### config.mk
export PLATFORM = sky130hd
export DESIGN_NAME = regfile_sb
export DESIGN_NICKNAME = d
export VERILOG_FILES = /design/src/rtl/regfile_pkg.sv /design/src/rtl/rf_scoreboard.sv /design/src/rtl/regfile_sb.sv
export SDC_FILE = /design/constraint.sdc
export NUM_CORES = 2
export LEC_CHECK = 0
export CAP_MARGIN = 30
export CORE_ASPECT_RATIO = 0.9
export CORE_MARGIN = 2
export CORE_UTILIZATION = 45
export DETAILED_ROUTE_END_ITERATION = 8
export PLACE_DENSITY_LB_ADDON = 0.12
export SYNTH_ARGS = -nofsm -noshare
export SYNTH_HDL_FRONTEND = slang
export SYNTH_SLANG_ARGS = --single-unit
### constraint.sdc
create_clock -name clk -period 40.5 [get_ports clk]
set_input_delay 8.1 -clock clk [delete_from_list [all_inputs] [get_ports clk]]
set_output_delay 8.1 -clock clk [all_outputs]
set_load 0.02 [all_outputs]
### src/rtl/regfile_pkg.sv
// regfile_pkg: shared defaults and types for the register file slice.
//   DEF_DATA_W / DEF_ADDR_W : default word width and index width
//   REG_ZERO                : index of the hardwired-zero register
//   reg_idx_t / word_t      : index and word types at the default widths
package regfile_pkg;
  localparam int DEF_DATA_W = 32;
  localparam int DEF_ADDR_W = 5;
  localparam int REG_ZERO   = 0;

  typedef logic [DEF_ADDR_W-1:0] reg_idx_t;
  typedef logic [DEF_DATA_W-1:0] word_t;
endpackage

### src/rtl/rf_scoreboard.sv
// rf_scoreboard: one pending-write (busy) bit per register.
//   clk, rst            : clock, asynchronous active-high reset
//   ra, rb              : read indices whose busy status is reported
//   rd, reg_write       : writeback index / enable, clears the busy bit
//   issue_valid, issue_rd : issuing instruction's destination, sets the busy bit
//   busy_a, busy_b      : pending-write status for ra / rb (writeback this cycle hides it)
//   sb_err              : sticky flag, issue to a register that is still busy
module rf_scoreboard
  import regfile_pkg::*;
#(
  parameter int ADDR_W   = DEF_ADDR_W,
  parameter bit ZERO_REG = 1'b1
) (
  input  logic              clk,
  input  logic              rst,
  input  logic [ADDR_W-1:0] ra,
  input  logic [ADDR_W-1:0] rb,
  input  logic [ADDR_W-1:0] rd,
  input  logic              reg_write,
  input  logic              issue_valid,
  input  logic [ADDR_W-1:0] issue_rd,
  output logic              busy_a,
  output logic              busy_b,
  output logic              sb_err
);
  localparam int DEPTH = 1 << ADDR_W;

  logic [DEPTH-1:0] r_busy;
  logic [DEPTH-1:0] w_busy_next;
  logic             r_sb_err;
  logic             w_set_ok;
  logic             w_clr_ok;
  logic             w_waw;

  // The zero register never tracks a producer.
  assign w_set_ok = issue_valid && !(ZERO_REG && (issue_rd == ADDR_W'(REG_ZERO)));
  assign w_clr_ok = reg_write   && !(ZERO_REG && (rd       == ADDR_W'(REG_ZERO)));

  // Set has priority over clear: a new producer replaces the retiring one.
  genvar gi;
  generate
    for (gi = 0; gi < DEPTH; gi++) begin : g_busy
      assign w_busy_next[gi] = (w_set_ok && (issue_rd == ADDR_W'(gi))) ? 1'b1 :
                               (w_clr_ok && (rd       == ADDR_W'(gi))) ? 1'b0 :
                               r_busy[gi];
    end
  endgenerate

  // A register being retired in the same cycle is no longer an outstanding producer.
  assign w_waw = w_set_ok && r_busy[issue_rd] && !(w_clr_ok && (rd == issue_rd));

  always_ff @(posedge clk or posedge rst) begin
    if (rst) begin
      r_busy   <= '0;
      r_sb_err <= 1'b0;
    end else begin
      r_busy <= w_busy_next;
      if (w_waw) r_sb_err <= 1'b1;
    end
  end

  // The writeback in flight this cycle already satisfies the reader.
  assign busy_a = r_busy[ra] && !(reg_write && (rd == ra));
  assign busy_b = r_busy[rb] && !(reg_write && (rd == rb));
  assign sb_err = r_sb_err;
endmodule

### src/rtl/regfile_sb.sv
// regfile_sb: register file with two combinational read ports, one write port
// with same-cycle write-to-read bypass, optional hardwired-zero r0, and an
// integrated pending-write scoreboard.
//   clk, rst        : clock, asynchronous active-high reset (clears words, busy, sb_err)
//   Ra, Rb          : read indices;  out_a, out_b : read data
//   busy_a, busy_b  : pending-write status of Ra / Rb
//   Rd, RegWrite, Data : writeback port (also clears the busy bit)
//   IssueValid, IssueRd : issuing instruction's destination (sets the busy bit)
//   sb_err          : sticky, issue to an already-busy register
module regfile_sb
  import regfile_pkg::*;
#(
  parameter int DATA_W   = DEF_DATA_W,
  parameter int ADDR_W   = DEF_ADDR_W,
  parameter bit ZERO_REG = 1'b1
) (
  input  logic              clk,
  input  logic              rst,
  input  logic [ADDR_W-1:0] Ra,
  input  logic [ADDR_W-1:0] Rb,
  output logic [DATA_W-1:0] out_a,
  output logic [DATA_W-1:0] out_b,
  output logic              busy_a,
  output logic              busy_b,
  input  logic [ADDR_W-1:0] Rd,
  input  logic              RegWrite,
  input  logic [DATA_W-1:0] Data,
  input  logic              IssueValid,
  input  logic [ADDR_W-1:0] IssueRd,
  output logic              sb_err
);
  localparam int DEPTH = 1 << ADDR_W;

  logic [DATA_W-1:0] r_mem [DEPTH];
  logic              w_we;

  assign w_we = RegWrite && !(ZERO_REG && (Rd == ADDR_W'(REG_ZERO)));

  // Storage is reset as a whole, so it lives in flops rather than block RAM.
  always_ff @(posedge clk or posedge rst) begin
    if (rst) begin
      for (int i = 0; i < DEPTH; i++) r_mem[i] <= '0;
    end else if (w_we) begin
      r_mem[Rd] <= Data;
    end
  end

  // Bypass is checked after the zero test so a write to r0 never leaks through.
  always_comb begin
    out_a = r_mem[Ra];
    if (ZERO_REG && (Ra == ADDR_W'(REG_ZERO))) out_a = '0;
    else if (RegWrite && (Rd == Ra))           out_a = Data;
  end

  always_comb begin
    out_b = r_mem[Rb];
    if (ZERO_REG && (Rb == ADDR_W'(REG_ZERO))) out_b = '0;
    else if (RegWrite && (Rd == Rb))           out_b = Data;
  end

  rf_scoreboard #(
    .ADDR_W   (ADDR_W),
    .ZERO_REG (ZERO_REG)
  ) u_scoreboard (
    .clk         (clk),
    .rst         (rst),
    .ra          (Ra),
    .rb          (Rb),
    .rd          (Rd),
    .reg_write   (RegWrite),
    .issue_valid (IssueValid),
    .issue_rd    (IssueRd),
    .busy_a      (busy_a),
    .busy_b      (busy_b),
    .sb_err      (sb_err)
  );
endmodule

==> flow_summary.json <==
{
  "syn_to_final_growth_pct": 11.6,
  "place_area_um2": 59900,
  "initial_core_util_pct": 45.3,
  "hold_class": "flop to flop",
  "die_x_um": 380,
  "ctsHtreeMaxLevel": 3,
  "final_antenna_net_count": 0,
  "grt_pass1_wl_mm": 286,
  "finalPower_w": 0.00315,
  "finalSetupViolCount": 0,
  "cts_setup_buffers": 0,
  "syn_inst": 4020,
  "wl_per_cell_um": 34.5,
  "synth_edf_count": 0,
  "first_iter_violations": 3675,
  "core.rowCount": 124,
  "finalSetupTns_ns": 0,
  "crit_type": "input pin to primary output",
  "ys_seq_area_share_pct": 46.2,
  "regArea_um2": 26500,
  "tritoncts": "built",
  "hold_viol_final": 0,
  "grt_use_total_pct": 30.3,
  "arrival_ns": 12.91,
  "max_cap_viol_count": 0,
  "rsz0062_at_grt": "no",
  "layout.nets": 3988,
  "postCtsHoldBufs": 0,
  "clock_latency_ns": 0.74,
  "synth.distinct_cells": 67,
  "relSlewSlack_pct": 27.1,
  "crit_path_end_kind": "primary output",
  "yosysWarnings": 0,
  "dp_hpwl_mm": 107,
  "die_y_um": 342,
  "grt_max_degree": 179,
  "fill_cells": 10900,
  "multi_input_area_um2": 28800,
  "core-area_um2": 127000,
  "synth.area.top_cells": "dfrtp_1, mux2_2, mux4_2, mux2i_1, clkbuf_1",
  "skew_ns": 0.0111,
  "pin_count": 123,
  "antenna_found_initial": 4,
  "ys_ff_latch": 1057,
  "avgSynthCellArea_um2": 14.3,
  "wl_mm": 198,
  "worst-path-max-fanout": 46,
  "syn_area_um2": 57300,
  "period_share_pct": 51.9,
  "grt_pass1_vias": 38100,
  "grt_overflow": 0,
  "critPathLaunchType": "input pin",
  "synthTopCellsByCount": "dfrtp_1, mux2_2, mux4_2, mux2i_1, clkbuf_1",
  "total_leakage_power_nw": 27.6,
  "drive_above_1_share_pct": 43.1,
  "avgViaCountPerCell": 6.65,
  "vias": 38100,
  "drc": 0,
  "port_buffers": 122,
  "cts_made_buffers": 118,
  "synthArstFlopShare_pct": 100,
  "synth_top_area_share_pct": 46.2,
  "gp_congestion": 0.794,
  "synth_fp_nets": 4076,
  "final_max_slew_viol_count": 0,
  "cts_buffer_depth": 3,
  "ys.flop_type": "dfrtp_1",
  "yosys.area.top_type": "dfrtp_1",
  "clkTransAtPathRegs_ns": 0.06,
  "worst_pin_slew_ns": 1.09,
  "cts_sinks": 1057,
  "cp.required_ns": 32.40,
  "final_area_um2": 63900,
  "period_needed_ns": 21.01,
  "fmax_mhz": 47.6,
  "cts-resized-gates": 0,
  "ir_worst_vdd_v": 0.0000389,
  "root_buffer": "clkbuf_16",
  "power_density_nw_per_um2": 49.2,
  "yosysMostFrequentCell": "dfrtp_1",
  "outcome": "completed",
  "firstDrtPassIters": 5,
  "die_area_um2": 130000
}
## sequential cells by signal, summed over array words and instances (netlist names)
register             cells
u_scoreboard.sb_err      1
r_mem                 1024
u_scoreboard.r_busy     32
## per-stage QoR
stage | utilization (%) | worst slack (ns) | std cells | hold WS (ns)
global route | 50.5 | 19.14 | 5730 | 0.406
finish | 50.5 | 19.49 | 5731 | 0.393
floorplan | - | 2.65 | 4020 | 0.441
global placement | 47.0 | 19.40 | 5489 | 0.378
detailed placement | 47.3 | 19.40 | 5508 | 0.383
CTS | 50.4 | 19.39 | 5725 | 0.397
## final cells by class
cell class | count | share of cell area, %
sequential | 1057 | 41.4
tap | 1701 | 3.33
clock buffer | 181 | 5.53
multi-input combinational | 2490 | 45.0
inverter | 6 | 0.0470
antenna | 1 | 0.00391
clock inverter | 36 | 0.558
timing repair buffer | 259 | 4.16
## final timing paths
check,from,to,slack [ns],cells after the start
worst min-delay path,r_mem[1012]$_DFFE_PP0P_,r_mem[1012]$_DFFE_PP0P_,0.39,0
worst max-delay path,Rb[0],out_b[11],19.49,10
worst min register to register,r_mem[1012]$_DFFE_PP0P_,r_mem[1012]$_DFFE_PP0P_,0.39,0
max in group asynchronous,rst,r_mem[122]$_DFFE_PP0P_,29.76,5
worst max register to register,u_scoreboard.r_busy[30]$_DFFE_PP0P_,u_scoreboard.sb_err$_DFFE_PP0P_,38.54,5
min in group asynchronous,rst,r_mem[679]$_DFFE_PP0P_,7.86,2
## worst max-delay path, cell delays in order
cell	delay, ns
buf_8	0.36
buf_4	0.65
buf_4	0.80
buf_4	0.84
mux4_2	0.59
and2_1	0.17
a211oi_1	0.29
a211oi_1	0.09
a211o_1	0.35
clkdlybuf4s50_1	0.56
## metal layers
metal  track usage, %  routed length, um
met2             47.8              91700
met3             5.19              14300
met5                0                 12
met4             8.42               5770
met1             43.4              86200
## placed cells by master (no fill, tap or decap), types with 7 or more instances in the layout
master and instances:
dfrtp_1 1057, mux2_2 944, mux4_2 398, mux2i_1 260, clkbuf_16 122, buf_4 115, clkdlybuf4s50_1 113, nand2_1 102
o22ai_1 81, a21oi_1 75, a22oi_1 74, mux2_1 59, o21ai_0 59, a211oi_1 46, nor2_1 39, a221oi_1 39
o221ai_1 36, a32o_1 36, clkbuf_1 33, clkbuf_8 28, clkinv_2 24, nor2_4 16, nor3_1 16, a221o_1 16
buf_16 16, or3_1 13, mux4_1 12, nand2_4 11, nand2b_1 9, xnor2_1 9, a22o_1 9, a211o_1 9
o21ai_1 9, nand3_1 8, o211ai_1 7, o21a_1 7, buf_8 7
## logic make-up (layout without fill, tap and decap cells)
logic type             after synthesis  after routing  share of synthesized area, %
AO/OA/AOI/OAI                      532            532                          6.71
buffers and inverters              473            482                          4.20
multiplexers                      1673           1673                          40.5
XOR/XNOR                            14             14                         0.214
other                                0              1                             0
flip-flops                        1057           1057                          46.2
AND/OR/NAND/NOR                    271            271                          2.24
## where the power goes
| part | total (W) | internal (W) | switching [W] |
|---|---|---|---|
| logic | 0.000646 | 0.000373 | 0.000274 |
| registers | 0.00141 | 0.00126 | 0.000150 |
| clock network | 0.00109 | 0.000635 | 0.000456 |
No activity file was read; power rests on OpenSTA's default activity.
